===== src/rtl/camera_target_stabilizer_if.sv =====
// Frame-in / target-out bundle between the camera decoder, the stabilizer and the arm controller.
// Ports: in_valid/in_x/in_y/in_wh/in_angle (decoded frame), tgt_valid/tgt_ready/tgt_* (target handshake),
//        match_cnt (consecutive-match count), stale (tracking-timeout pulse).
interface camera_target_stabilizer_if;
   logic        in_valid;
   logic [8:0]  in_x;
   logic [7:0]  in_y;
   logic [3:0]  in_wh;
   logic [11:0] in_angle;
   logic        tgt_valid;
   logic        tgt_ready;
   logic [8:0]  tgt_x;
   logic [7:0]  tgt_y;
   logic [3:0]  tgt_wh;
   logic [11:0] tgt_angle;
   logic [3:0]  match_cnt;
   logic        stale;

   // driver side: frame source and target consumer
   modport master (
      output in_valid, in_x, in_y, in_wh, in_angle, tgt_ready,
      input  tgt_valid, tgt_x, tgt_y, tgt_wh, tgt_angle, match_cnt, stale
   );

   // stabilizer side
   modport slave (
      input  in_valid, in_x, in_y, in_wh, in_angle, tgt_ready,
      output tgt_valid, tgt_x, tgt_y, tgt_wh, tgt_angle, match_cnt, stale
   );
endinterface


===== src/rtl/camera_target_stabilizer.sv =====
// Debounces decoded camera frames: a target is issued after STABLE_CNT consecutive frames agree
// within tolerance and held on tgt_valid/tgt_ready. Latency: target valid the cycle after the final frame.
// Ports: Clk, rst_n (async, active-low), clear (sync flush), bus (slave modport). Optional TGT_AVG_EN averages the target.
module camera_target_stabilizer #(
   parameter int STABLE_CNT  = 4,
   parameter int POS_TOL     = 4,
   parameter int ANGLE_TOL   = 22,
   parameter int TIMEOUT_CYC = 50_000_000
) (
   input  logic Clk,
   input  logic rst_n,
   input  logic clear,
   camera_target_stabilizer_if.slave bus
);

   localparam logic [3:0] STABLE = 4'(STABLE_CNT);
   localparam int         TW     = (TIMEOUT_CYC > 2) ? $clog2(TIMEOUT_CYC) : 1;

   generate
      if (STABLE_CNT < 2 || STABLE_CNT > 15) begin : g_bad_cnt
         $error("STABLE_CNT must be within 2..15");
      end
`ifdef TGT_AVG_EN
      if (STABLE_CNT != 2 && STABLE_CNT != 4 && STABLE_CNT != 8) begin : g_bad_avg
         $error("TGT_AVG_EN requires STABLE_CNT of 2, 4 or 8");
      end
`endif
   endgenerate

   typedef enum logic [1:0] {IDLE, TRACK, HOLD} state_t;

   state_t        state, next_state;
   logic [8:0]    ref_x;
   logic [7:0]    ref_y;
   logic [3:0]    ref_wh;
   logic [11:0]   ref_angle;
   logic [TW-1:0] timer;

   logic load_ref, bump, issue, drop, timeout;
   logic [9:0]  dx;
   logic [8:0]  dy;
   logic [12:0] dang;
   logic        match;
   logic [3:0]  cnt_inc;

   // Absolute differences taken as larger-minus-smaller so no sign handling is needed.
   assign dx   = (bus.in_x >= ref_x) ? 10'(bus.in_x) - 10'(ref_x) : 10'(ref_x) - 10'(bus.in_x);
   assign dy   = (bus.in_y >= ref_y) ? 9'(bus.in_y) - 9'(ref_y) : 9'(ref_y) - 9'(bus.in_y);
   assign dang = (bus.in_angle >= ref_angle) ? 13'(bus.in_angle) - 13'(ref_angle)
                                             : 13'(ref_angle) - 13'(bus.in_angle);
   assign match = (bus.in_wh == ref_wh) && (dx <= 10'(POS_TOL)) &&
                  (dy <= 9'(POS_TOL)) && (dang <= 13'(ANGLE_TOL));
   assign cnt_inc = bus.match_cnt + 4'd1;

   always_ff @(posedge Clk or negedge rst_n) begin
      if (!rst_n) state <= IDLE;
      else        state <= next_state;
   end

   // drop = return to IDLE with the count zeroed (clear, wh=0 frame, timeout, handshake)
   always_comb begin
      next_state = state;
      load_ref   = 1'b0;
      bump       = 1'b0;
      issue      = 1'b0;
      drop       = 1'b0;
      timeout    = 1'b0;
      if (clear) begin
         next_state = IDLE;
         drop       = 1'b1;
      end else begin
         case (state)
            IDLE: begin
               if (bus.in_valid && bus.in_wh != 4'd0) begin
                  load_ref   = 1'b1;
                  next_state = TRACK;
               end
            end
            TRACK: begin
               if (bus.in_valid) begin
                  if (bus.in_wh == 4'd0) begin
                     drop       = 1'b1;
                     next_state = IDLE;
                  end else if (match) begin
                     bump = 1'b1;
                     if (cnt_inc == STABLE) begin
                        issue      = 1'b1;
                        next_state = HOLD;
                     end
                  end else begin
                     load_ref = 1'b1;
                  end
               end else if (timer == TW'(TIMEOUT_CYC - 1)) begin
                  timeout    = 1'b1;
                  drop       = 1'b1;
                  next_state = IDLE;
               end
            end
            HOLD: begin
               if (bus.tgt_valid && bus.tgt_ready) begin
                  drop       = 1'b1;
                  next_state = IDLE;
               end
            end
            default: next_state = IDLE;
         endcase
      end
   end

   // Target value: either the completing frame itself or the truncated mean of the accepted frames.
   logic [8:0]  out_x;
   logic [7:0]  out_y;
   logic [11:0] out_angle;
`ifdef TGT_AVG_EN
   localparam int SH = $clog2(STABLE_CNT);
   logic [12:0] sum_x, sum_x_nx;
   logic [11:0] sum_y, sum_y_nx;
   logic [15:0] sum_a, sum_a_nx;

   assign sum_x_nx  = sum_x + 13'(bus.in_x);
   assign sum_y_nx  = sum_y + 12'(bus.in_y);
   assign sum_a_nx  = sum_a + 16'(bus.in_angle);
   assign out_x     = sum_x_nx[SH +: 9];
   assign out_y     = sum_y_nx[SH +: 8];
   assign out_angle = sum_a_nx[SH +: 12];

   always_ff @(posedge Clk or negedge rst_n) begin
      if (!rst_n) begin
         sum_x <= '0;
         sum_y <= '0;
         sum_a <= '0;
      end else if (load_ref) begin
         sum_x <= 13'(bus.in_x);
         sum_y <= 12'(bus.in_y);
         sum_a <= 16'(bus.in_angle);
      end else if (bump) begin
         sum_x <= sum_x_nx;
         sum_y <= sum_y_nx;
         sum_a <= sum_a_nx;
      end
   end
`else
   assign out_x     = bus.in_x;
   assign out_y     = bus.in_y;
   assign out_angle = bus.in_angle;
`endif

   always_ff @(posedge Clk or negedge rst_n) begin
      if (!rst_n) begin
         ref_x         <= '0;
         ref_y         <= '0;
         ref_wh        <= '0;
         ref_angle     <= '0;
         timer         <= '0;
         bus.match_cnt <= '0;
         bus.tgt_valid <= 1'b0;
         bus.tgt_x     <= '0;
         bus.tgt_y     <= '0;
         bus.tgt_wh    <= '0;
         bus.tgt_angle <= '0;
         bus.stale     <= 1'b0;
      end else begin
         bus.stale <= timeout;

         // Idle timer only runs while tracking; any frame restarts it.
         if (state != TRACK || bus.in_valid || clear) timer <= '0;
         else                                         timer <= timer + TW'(1);

         if (drop)          bus.match_cnt <= '0;
         else if (load_ref) bus.match_cnt <= 4'd1;
         else if (bump)     bus.match_cnt <= cnt_inc;

         if (load_ref) begin
            ref_x     <= bus.in_x;
            ref_y     <= bus.in_y;
            ref_wh    <= bus.in_wh;
            ref_angle <= bus.in_angle;
         end

         // tgt_valid is high exactly while in HOLD; the only exits from HOLD assert drop.
         bus.tgt_valid <= issue | (bus.tgt_valid & ~drop);
         if (issue) begin
            bus.tgt_x     <= out_x;
            bus.tgt_y     <= out_y;
            bus.tgt_wh    <= ref_wh;
            bus.tgt_angle <= out_angle;
         end
      end
   end

endmodule


===== src/flat_wrapper.sv =====
// flat-port wrapper written by rule: the top's interface ports become plain ports
module camera_target_stabilizer_flat 
#(
   parameter int STABLE_CNT  = 4,
   parameter int POS_TOL     = 4,
   parameter int ANGLE_TOL   = 22,
   parameter int TIMEOUT_CYC = 50_000_000
)
  (Clk, rst_n, clear, bus_in_valid, bus_in_x, bus_in_y, bus_in_wh, bus_in_angle, bus_tgt_ready, bus_tgt_valid, bus_tgt_x, bus_tgt_y, bus_tgt_wh, bus_tgt_angle, bus_match_cnt, bus_stale);
  camera_target_stabilizer_if bus_i ();
  input  logic Clk;
  input  logic rst_n;
  input  logic clear;
  input wire logic [$bits(bus_i.in_valid)-1:0] bus_in_valid;
  input wire logic [$bits(bus_i.in_x)-1:0] bus_in_x;
  input wire logic [$bits(bus_i.in_y)-1:0] bus_in_y;
  input wire logic [$bits(bus_i.in_wh)-1:0] bus_in_wh;
  input wire logic [$bits(bus_i.in_angle)-1:0] bus_in_angle;
  input wire logic [$bits(bus_i.tgt_ready)-1:0] bus_tgt_ready;
  output wire logic [$bits(bus_i.tgt_valid)-1:0] bus_tgt_valid;
  output wire logic [$bits(bus_i.tgt_x)-1:0] bus_tgt_x;
  output wire logic [$bits(bus_i.tgt_y)-1:0] bus_tgt_y;
  output wire logic [$bits(bus_i.tgt_wh)-1:0] bus_tgt_wh;
  output wire logic [$bits(bus_i.tgt_angle)-1:0] bus_tgt_angle;
  output wire logic [$bits(bus_i.match_cnt)-1:0] bus_match_cnt;
  output wire logic [$bits(bus_i.stale)-1:0] bus_stale;
  assign bus_i.in_valid = bus_in_valid;
  assign bus_i.in_x = bus_in_x;
  assign bus_i.in_y = bus_in_y;
  assign bus_i.in_wh = bus_in_wh;
  assign bus_i.in_angle = bus_in_angle;
  assign bus_i.tgt_ready = bus_tgt_ready;
  assign bus_tgt_valid = bus_i.tgt_valid;
  assign bus_tgt_x = bus_i.tgt_x;
  assign bus_tgt_y = bus_i.tgt_y;
  assign bus_tgt_wh = bus_i.tgt_wh;
  assign bus_tgt_angle = bus_i.tgt_angle;
  assign bus_match_cnt = bus_i.match_cnt;
  assign bus_stale = bus_i.stale;
  camera_target_stabilizer #(.STABLE_CNT(STABLE_CNT), .POS_TOL(POS_TOL), .ANGLE_TOL(ANGLE_TOL), .TIMEOUT_CYC(TIMEOUT_CYC)) u_core (.Clk(Clk), .rst_n(rst_n), .clear(clear), .bus(bus_i));
endmodule

===== config.mk =====
export PLATFORM = sky130hd
export DESIGN_NAME = camera_target_stabilizer_flat
export DESIGN_NICKNAME = d
export VERILOG_FILES = /design/src/rtl/camera_target_stabilizer_if.sv /design/src/rtl/camera_target_stabilizer.sv /design/src/flat_wrapper.sv
export SDC_FILE = /design/constraint.sdc
export NUM_CORES = 1
export LEC_CHECK = 0
export ABC_AREA = 1
export CAP_MARGIN = 10
export CORE_AREA = 4 4 126 128
export DETAILED_ROUTE_END_ITERATION = 6
export DIE_AREA = 0 0 130 132
export MAX_ROUTING_LAYER = met4
export PLACE_DENSITY_LB_ADDON = 0.08
export SYNTH_ARGS = -nofsm -noshare
export SYNTH_HDL_FRONTEND = slang
export SYNTH_SLANG_ARGS = --single-unit
export TNS_END_PERCENT = 5

===== constraint.sdc =====
create_clock -name Clk -period 5.7 [get_ports Clk]
set_clock_uncertainty 0.2 [all_clocks]
set_input_delay 1.14 -clock Clk [delete_from_list [all_inputs] [get_ports Clk]]
set_output_delay 1.14 -clock Clk [all_outputs]
set_load 0.01 [all_outputs]

# Yosys cells after proc, flatten, opt, wreduce, memory -nomap -nowiden

Cells that the tools add are included.

$lt $le $gt $ge: 6
Shift operators: 0
Bitwise gates (word level): 3
Reduce and logical (&&, ||, !) cells: 12
Add/sub/neg operators: 8
Equality and inequality tests: 11
Multiply operators: 0
Div/mod/pow operators: 0
Multiplexer cells: 42

Operators with widths:

| cell                                                                              | count |
|---|---|
| 26-bit by 1-bit adder with 26-bit output, second input constant                   | 1 |
| 26-bit == test, second input constant                                             | 1 |
| 26-bit two-way mux                                                                | 1 |
| 12-bit by 12-bit subtractor with 13-bit output                                    | 2 |
| 1-bit two-way mux                                                                 | 24 |
| 9-bit by 9-bit subtractor with 10-bit output                                      | 2 |
| 8-bit by 8-bit subtractor with 9-bit output                                       | 2 |
| 2-bit two-way mux                                                                 | 8 |
| 13-bit by 5-bit less-or-equal comparator with 1-bit output, second input constant | 1 |
| 13-bit two-way mux                                                                | 1 |
| 12-bit >= comparator                                                              | 1 |
| 4-bit two-way mux                                                                 | 3 |
| 10-bit by 3-bit less-or-equal comparator with 1-bit output, second input constant | 1 |
| 10-bit two-way mux                                                                | 1 |
| 5-bit by 3-bit inequality test with 1-bit output, second input constant           | 2 |
| 9-bit >= comparator                                                               | 1 |
| 9-bit by 3-bit less-or-equal comparator with 1-bit output, second input constant  | 1 |
| 9-bit two-way mux                                                                 | 1 |
| 8-bit >= comparator                                                               | 1 |
| 3-bit by 2-bit inequality test with 1-bit output, second input constant           | 2 |
| 2-bit one-hot mux with 3 select lines                                             | 1 |
| 1-bit logical AND                                                                 | 5 |
| 5-bit AND reduction                                                               | 1 |
| 4-bit by 1-bit adder with 4-bit output, second input constant                     | 1 |
| 15 further kinds                                                                  | 17 |

Flip-flop bits (word level): 100
Input bits: 38
RAM bits: 0
Memory bits (read-only): 0
Memories: 0
Bits in latches: 0
Word-level logic and storage cells: 95
Output and inout bits: 39

# Longest topological paths before layout

Gate-level depths: netlist (run 1).

Depth after elaboration: 14
Depth in mapped cells: 24
Gate-level depth less buffers: 23

# Worst setup path after synthesis (run 1)

Ideal clock, no wire load.

Path type: input-to-reg
Start point: in bus_in_angle[2]
End point: reg u_core.ref_angle[1]
Path slack: 2.164 ns
Library setup time: 0.123 ns
Buffers on the path: 3
Arrival time: 3.214 ns
Cell stages on the path: 23
Cells stage by stage: inv_1 > ha_1 > buf_2 > nand2_1 > nand2_1 > nand2_1 > nand3_2 > nand2_2 > inv_2 > nor2_2 > buf_6 > nand2_1 > nand2_1 > nand2_1 > nor2_1 > nand3_1 > nor2_1 > nand2_1 > nand2_2 > nand2_4 > nand2_4 > buf_4 > o21ai_1

Word-level cells in the longest chain between the ends: 9
Elaborated cells between the ends (all ways): 11
Classes of those cells: 2 x add/sub; 2 x order compare; 6 x mux; 1 x reduce/logical

Ends and longest elaborated chain:

| what                                                                   | line                            | source |
|---|---|---|
| from (decl)                                                            | flat_wrapper.sv:18              | `input wire logic [$bits(bus_i.in_angle)-1:0] bus_in_angle;` |
| 12-bit by 12-bit subtractor with 13-bit output (tied with other cells) | camera_target_stabilizer.sv:50  | `: 13'(ref_angle) - 13'(bus.in_angle);` |
| 13-bit two-way mux *                                                   | camera_target_stabilizer.sv:49  | `assign dang = (bus.in_angle >= ref_angle) ? 13'(bus.in_angle) - 13'(ref_angle)` |
| 13-bit by 5-bit less-or-equal comparator with 1-bit output *           | camera_target_stabilizer.sv:52  | `(dy <= 9'(POS_TOL)) && (dang <= 13'(ANGLE_TOL));` |
| 1-bit logical AND *                                                    | camera_target_stabilizer.sv:52  |  |
| 1-bit two-way mux *                                                    | camera_target_stabilizer.sv:84  | `end else if (match) begin` |
| 1-bit two-way mux *                                                    | camera_target_stabilizer.sv:81  | `if (bus.in_wh == 4'd0) begin` |
| 1-bit two-way mux *                                                    | camera_target_stabilizer.sv:80  | `if (bus.in_valid) begin` |
| 1-bit one-hot mux with 2 select lines *                                | camera_target_stabilizer.sv:72  | `case (state)` |
| 1-bit two-way mux *                                                    | camera_target_stabilizer.sv:68  | `if (clear) begin` |
| to (signal assigned)                                                   | camera_target_stabilizer.sv:177 | `ref_angle <= bus.in_angle;` |
| to (decl)                                                              | camera_target_stabilizer.sv:36  | `logic [11:0] ref_angle;` |

Mark *: on every way between the ends. The rest lies on a longest branch, timed or not.
A chain may end at the register's enable or synchronous reset.

# Final worst setup path (run 1)

Start point: in bus_in_angle[2]
End point: reg u_core.ref_angle[5]

Same word-level chain as after synthesis.

==> flow_summary.ini, run 1 <==
[yosys]
ys_warn_count = 0
ys_types = 40
ys_ff_latch = 100
synth_common_cells = nand2_1 (334), inv_1 (212), nor2_1 (118)
ys_seq_area_share_pct = 31.25
synthFlopType = dfrtp_1
netlist_instances = 1178
ys_async_sr_fraction_pct = 100.0
netlist_area_um2 = 8006
syn-num-nets = 1283
synth.avg_cell_area_um2 = 6.797
synth.area.top_cells = dfrtp_1 (31%), nand2_1 (16%), ha_1 (10%)
synth_edf_count = 0
yosysTopAreaCellShare_pct = 31.25
synth_most_common_cell = nand2_1
synth_top_area_cell = dfrtp_1

[setup_path]
cp_data_required_time_ps = 5770
crit_type = in2reg
worstSetupStartpointType = primary input
endpoint_kind = flop
cp_max_fo = 37
critPathArrivalTime_ps = 4760
r2r_cells = 21

[routing]
vias = 7374
drt-total-wl_um = 19660
drt_iter0_drc = 455
drc = 0
vias_per_cell = 5.117
drtPass1Iterations = 5
postRouteAntennaNets = 0
wl_per_cell_um = 13.64

[die]
num_io_pins = 77
fp.dieH_um = 132
start_util_pct = 53.86
rows = 45
core_area_um2 = 14860
die_area_um2 = 17160
die_width_um = 130

[timing]
max_slew.worst_pin.slew_ps = 811.6
setup_tns_ps = 0
period_needed_ps = 4684
max_slew_margin_pct = 45.89
rsz0062_at_grt = false
hold_violations = 0
period_share_pct = 82.18
maxSlewViolCount = 0
fmax_mhz = 213.5
setup_viol = 0

[global_route]
antenna_found_initial = 0
grt_pass1_vias = 7227
grt_start_max_net_pins = 62
gr-usage-all-layers_pct = 24.46
grt_pass1_wl_um = 33650
overflow = 0

[cells_and_area]
antennaDiodeCount = 0
fin_nets = 1353
area_growth_pct = 14.52
stdcell_count = 1441
drive_above_1_share_pct = 6.464
design_area_um2 = 9169
final_core_util_pct = 61.68

[power_and_ir_drop]
p_total_mw = 3.729
power.leakage_nw = 4.935
p_per_area_nw_per_um2 = 406.8
vdd_ir_drop_max_mv = 0.2298

[outcome]
status = finished clean

[clock_network]
ctsRootBufferMaster = clkbuf_16
clock_latency_ps = 350
cts_buffer_depth = 2
clock_sinks = 100
cts_tree = built
cts_buffers = 9
cts.htree.levels = 3
postCtsResizedCells = 0
postCtsSetupBuffers = 0
postCtsHoldBufs = 0
cts.reportedPaths.clkPinSlew_ps = 80

[placed_design]
place_area_um2 = 8895
dp_cells = 1425
portBuffers = 76
globalplace.congestion = 0.9246
hpwl_um = 15250

[job]
maxCapViolCount = 0

[min_path]
min-delay-path-class = reg2reg
hold_depth = 1
routing by layer:
| layer | track usage (%) | part of all wire, % | vias up |
|---|---|---|---|
| met4 | 5.370 | 1.3 | 0 |
| li1 | - | - | 3817 |
| met5 | - | 0 | - |
| met1 | 34.03 | 49 | 3402 |
| met2 | 38.42 | 46 | 136 |
| met3 | 2.958 | 3.1 | 19 |
critical path, stage by stage:
cell	delay, ps
clkdlybuf4s50_1	520
inv_1	70
ha_1	420
nand2_1	120
nand2_1	60
nand2_1	70
nand3_2	130
nand2_2	130
inv_2	40
nor2_2	380
nand2_1	90
nand2_1	90
nand2_1	40
nor2_1	80
nand3_1	90
nor2_1	100
nand2_1	130
nand2_2	150
nand2_4	90
nand2_4	350
buf_4	290
nand2_1	70
o21ai_1	90
worst paths after layout:
check / from / to / slack (ps)
max in group asynchronous: rst_n / u_core.timer[16] / 3590
min reg2reg: u_core.timer[0] / u_core.timer[0] / 310
min: u_core.timer[0] / u_core.timer[0] / 310
max reg2reg: u_core.ref_angle[7] / u_core.ref_angle[5] / 2000
min in group asynchronous: rst_n / u_core.bus.tgt_y[2] / 680
max: bus_in_angle[2] / u_core.ref_angle[5] / 1020
placed cells by master, fill, tap and decap left out, drive strengths merged, types with 10 or more instances in the layout:
master / instances
clkbuf: 10
clkdlybuf4s50: 75
nand2: 347
nand3: 76
nor2: 122
o21bai: 10
a21oi: 86
nor3: 11
o21ai: 50
inv: 221
ha: 65
dfrtp: 100
xor2: 14
nand4: 24
registers in the layout (all words and copies together) (netlist names):
name and flops:
u_core.timer 26, u_core.bus.stale 1, u_core.bus.match_cnt 4, u_core.bus.tgt_y 8, u_core.bus.tgt_x 9, u_core.bus.tgt_angle 12
u_core.ref_angle 12, u_core.ref_x 9, u_core.bus.tgt_wh 4, u_core.ref_wh 4, u_core.state 2, u_core.bus.tgt_valid 1
u_core.ref_y 8
logic make-up (layout without fill, tap and decap cells):
kind of cell             after synthesis  in the layout  share of synthesized area [%]
XOR/XNOR                              23             23                          2.516
AND/OR/NAND/NOR                      594            594                          31.68
buffers and inverters                241            316                          12.35
adder cells (fa/ha/maj)               67             67                          10.66
AO/OA/AOI/OAI                        153            153                          11.55
flip-flops                           100            100                          31.25
through the flow:
step | hold slack, ps | setup WS (ps)
after floorplan | 247.0 | 2164
after global placement | 298.5 | 731.0
after detailed placement | 295.9 | 674.8
after CTS | 307.7 | 1052
after global routing | 336.1 | 596.2
final | 306.8 | 1016
power breakdown:
part | leakage, nW | internal [mW] | switching [mW] | total [mW]
sequential | 1.17 | 0.832 | 0.112 | 0.944
clock | 0.138 | 0.302 | 0.302 | 0.604
combinational | 3.63 | 0.781 | 1.40 | 2.18
layout make-up:
type | count | area, um2
Clock buffer | 10 | 229.0
Timing Repair Buffer | 82 | 815.8
Inverter | 218 | 818.3
Multi-Input combinational cell | 837 | 4523
Sequential cell | 100 | 2502
Tap cell | 188 | 235.2
Clock inverter | 6 | 45.04
Fill cell | 1460 | 5695
Note: power is estimated with default switching activity, not from simulation.
==> run 2, diff against run 1 <==
- CORE_AREA: 4 4 126 128 -> 4 4 128 130
- DIE_AREA: 0 0 130 132 -> 0 0 132 134
- clock period: 5.7 -> 4.2 ns (I/O delays scaled with it)
==> run 2 against run 1 <==
Net effect:
- hold slack lost 16 ps
- non-clock buffer count up 12
- design area increased by 1.9%
- first-iteration DRC count fell by 2.2%
- cell count increased by 0.83%
- clock power rose by 53%
- via count decreased by 0.14%
- largest cell class unchanged
==> flow_summary.ini, run 2 (same netlist as run 1, synthesis figures left out) <==
[outcome]
status = finished clean

[cells_and_area]
area_growth_pct = 16.66
final_core_util_pct = 61.67
stdcell_count = 1453
layout_common_cells = nand2_1 (334), inv_1 (212), nor2_1 (118)
regMostFlops = u_core.timer
layout.cells.most_common = nand2_1
largest_register_ffs = 26
antennaDiodeCount = 0
drive_above_1_share_pct = 7.589
fill_cells = 1453
design_area_um2 = 9340
top_regs = u_core.timer (26), u_core.bus.tgt_angle (12), u_core.ref_angle (12)
fin_nets = 1365

[timing]
setup_slack_ps = 298.3
maxSlewViolCount = 0
rsz0062_at_grt = false
max_slew.worst_pin.slew_ps = 740.1
fmax_mhz = 256.3
max_slew_margin_pct = 50.66
setup_viol = 0
period_share_pct = 92.90
hold_violations = 0
period_needed_ps = 3902

[placed_design]
hpwl_um = 15410
post-place-ws_ps = -8.757
place_area_um2 = 9010
globalplace.congestion = 0.9782
dp_cells = 1437
portBuffers = 76

[routing]
postRouteAntennaNets = 0
wl_per_cell_um = 13.51
vias_per_cell = 5.068
drt_iter0_drc = 445
drc = 0
routed-wl-met3_um = 833
drtPass1Iterations = 5
drt-total-wl_um = 19640
vias = 7364
route.layer.met1.wl_um = 9449
top_layer = met4
wl_met2_um = 9001

[setup_path]
critPathArrivalTime_ps = 4000
cp_max_fo = 22
reg2reg_from = u_core.ref_angle[8]
crit_type = in2reg
worstSetupStartpointType = primary input
endpoint_kind = flop
r2r_cells = 19
cp_data_required_time_ps = 4290
critPathLaunch = bus_in_angle[8]

[min_path]
hold_depth = 1
min-delay-path-class = reg2reg
hp-start = u_core.timer[0]

[power_and_ir_drop]
power.leakage_nw = 5.021
p_per_area_nw_per_um2 = 562.0
vdd_ir_drop_max_mv = 0.2646
p_total_mw = 5.249

[clock_network]
cts.htree.levels = 3
postCtsSetupBuffers = 0
clock_sinks = 100
cts_buffer_depth = 2
cts_buffers = 9
ctsRootBufferMaster = clkbuf_16
cts.reportedPaths.clkPinSlew_ps = 80
cts_tree = built
clock_latency_ps = 360

[die]
die_width_um = 132
die_area_um2 = 17690
fp.dieH_um = 134
start_util_pct = 52.86
core_area_um2 = 15150
rows = 45
num_io_pins = 77

[global_route]
gr-usage-all-layers_pct = 23.53
overflow = 0
grt_start_max_net_pins = 57
antenna_found_initial = 0
grt_pass1_wl_um = 33630
grt_pass1_vias = 7054

[job]
maxCapViolCount = 0
run 2: changes by cell type in the layout (fill, tap and decap cells not counted), sizes merged:
| cell | previous run | this run |
|---|---|---|
| buf | 7 | 19 |
| bufinv | 0 | 1 |
| clkbuf | 10 | 9 |
run 2: timing repair:
action	in CTS	in global routing
gates resized for setup	0	2
setup endpoints to repair	0	15
hold buffers	0	0
run 2: power by group:
group	switching (mW)	leakage (nW)	internal, mW
Clock	0.441	0.160	0.486
Combinational	1.93	3.69	1.11
Sequential	0.156	1.17	1.13
Total	2.52	5.02	2.72
run 2: path summary, 6_finish.rpt:
| kind | endpoint | slack (ps) |
|---|---|---|
| max in group asynchronous | u_core.bus.tgt_x[6] | 2660 |
| worst max register to register | u_core.bus.tgt_angle[5] | 1030 |
| min in group asynchronous | u_core.timer[2] | 330 |
| worst min register to register | u_core.timer[0] | 290 |
| worst min-delay path | u_core.timer[0] | 290 |
| worst max-delay path | u_core.bus.tgt_angle[5] | 300 |
run 2: final cells by class:
| cell class | count | area (um2) | share of cell area (%) |
|---|---|---|---|
| Multi-Input combinational cell | 837 | 4528 | 48.48 |
| Sequential cell | 100 | 2502 | 26.79 |
| Clock buffer | 9 | 225.2 | 2.411 |
| Tap cell | 188 | 235.2 | 2.518 |
| Clock inverter | 7 | 100.1 | 1.072 |
| Timing Repair Buffer | 94 | 930.9 | 9.967 |
| Inverter | 218 | 818.3 | 8.761 |
run 2: metal layers:
layer,vias to the layer above,global-route usage (%)
met5,-,-
met4,0,6.359
met3,28,3.338
met1,3316,31.73
met2,173,37.43
li1,3847,-
run 2: through the flow:
| stage | hold WS, ps | TNS (ps) |
|---|---|---|
| 2_1_floorplan | 247.0 | 0 |
| 3_3_place_gp | 281.6 | 0 |
| 3_5_place_dp | 282.7 | -19.11 |
| 4_1_cts | 296.9 | 0 |
| 5_1_grt | 323.8 | 0 |
| 6_report | 290.4 | 0 |
run 2: worst max-delay path, stage by stage:
cell	delay, ps
clkdlybuf4s50_1	550
inv_1	80
ha_1	410
nand2_1	110
nand2_1	100
inv_1	130
a21oi_1	80
nor2_1	220
nand2_4	160
nand2_1	90
nand3_1	80
nor2_1	150
nor2_1	60
nor2_1	110
nor2_1	60
nand2_1	130
inv_2	60
nand3_4	70
buf_4	300
nor2_1	90
a21oi_2	100
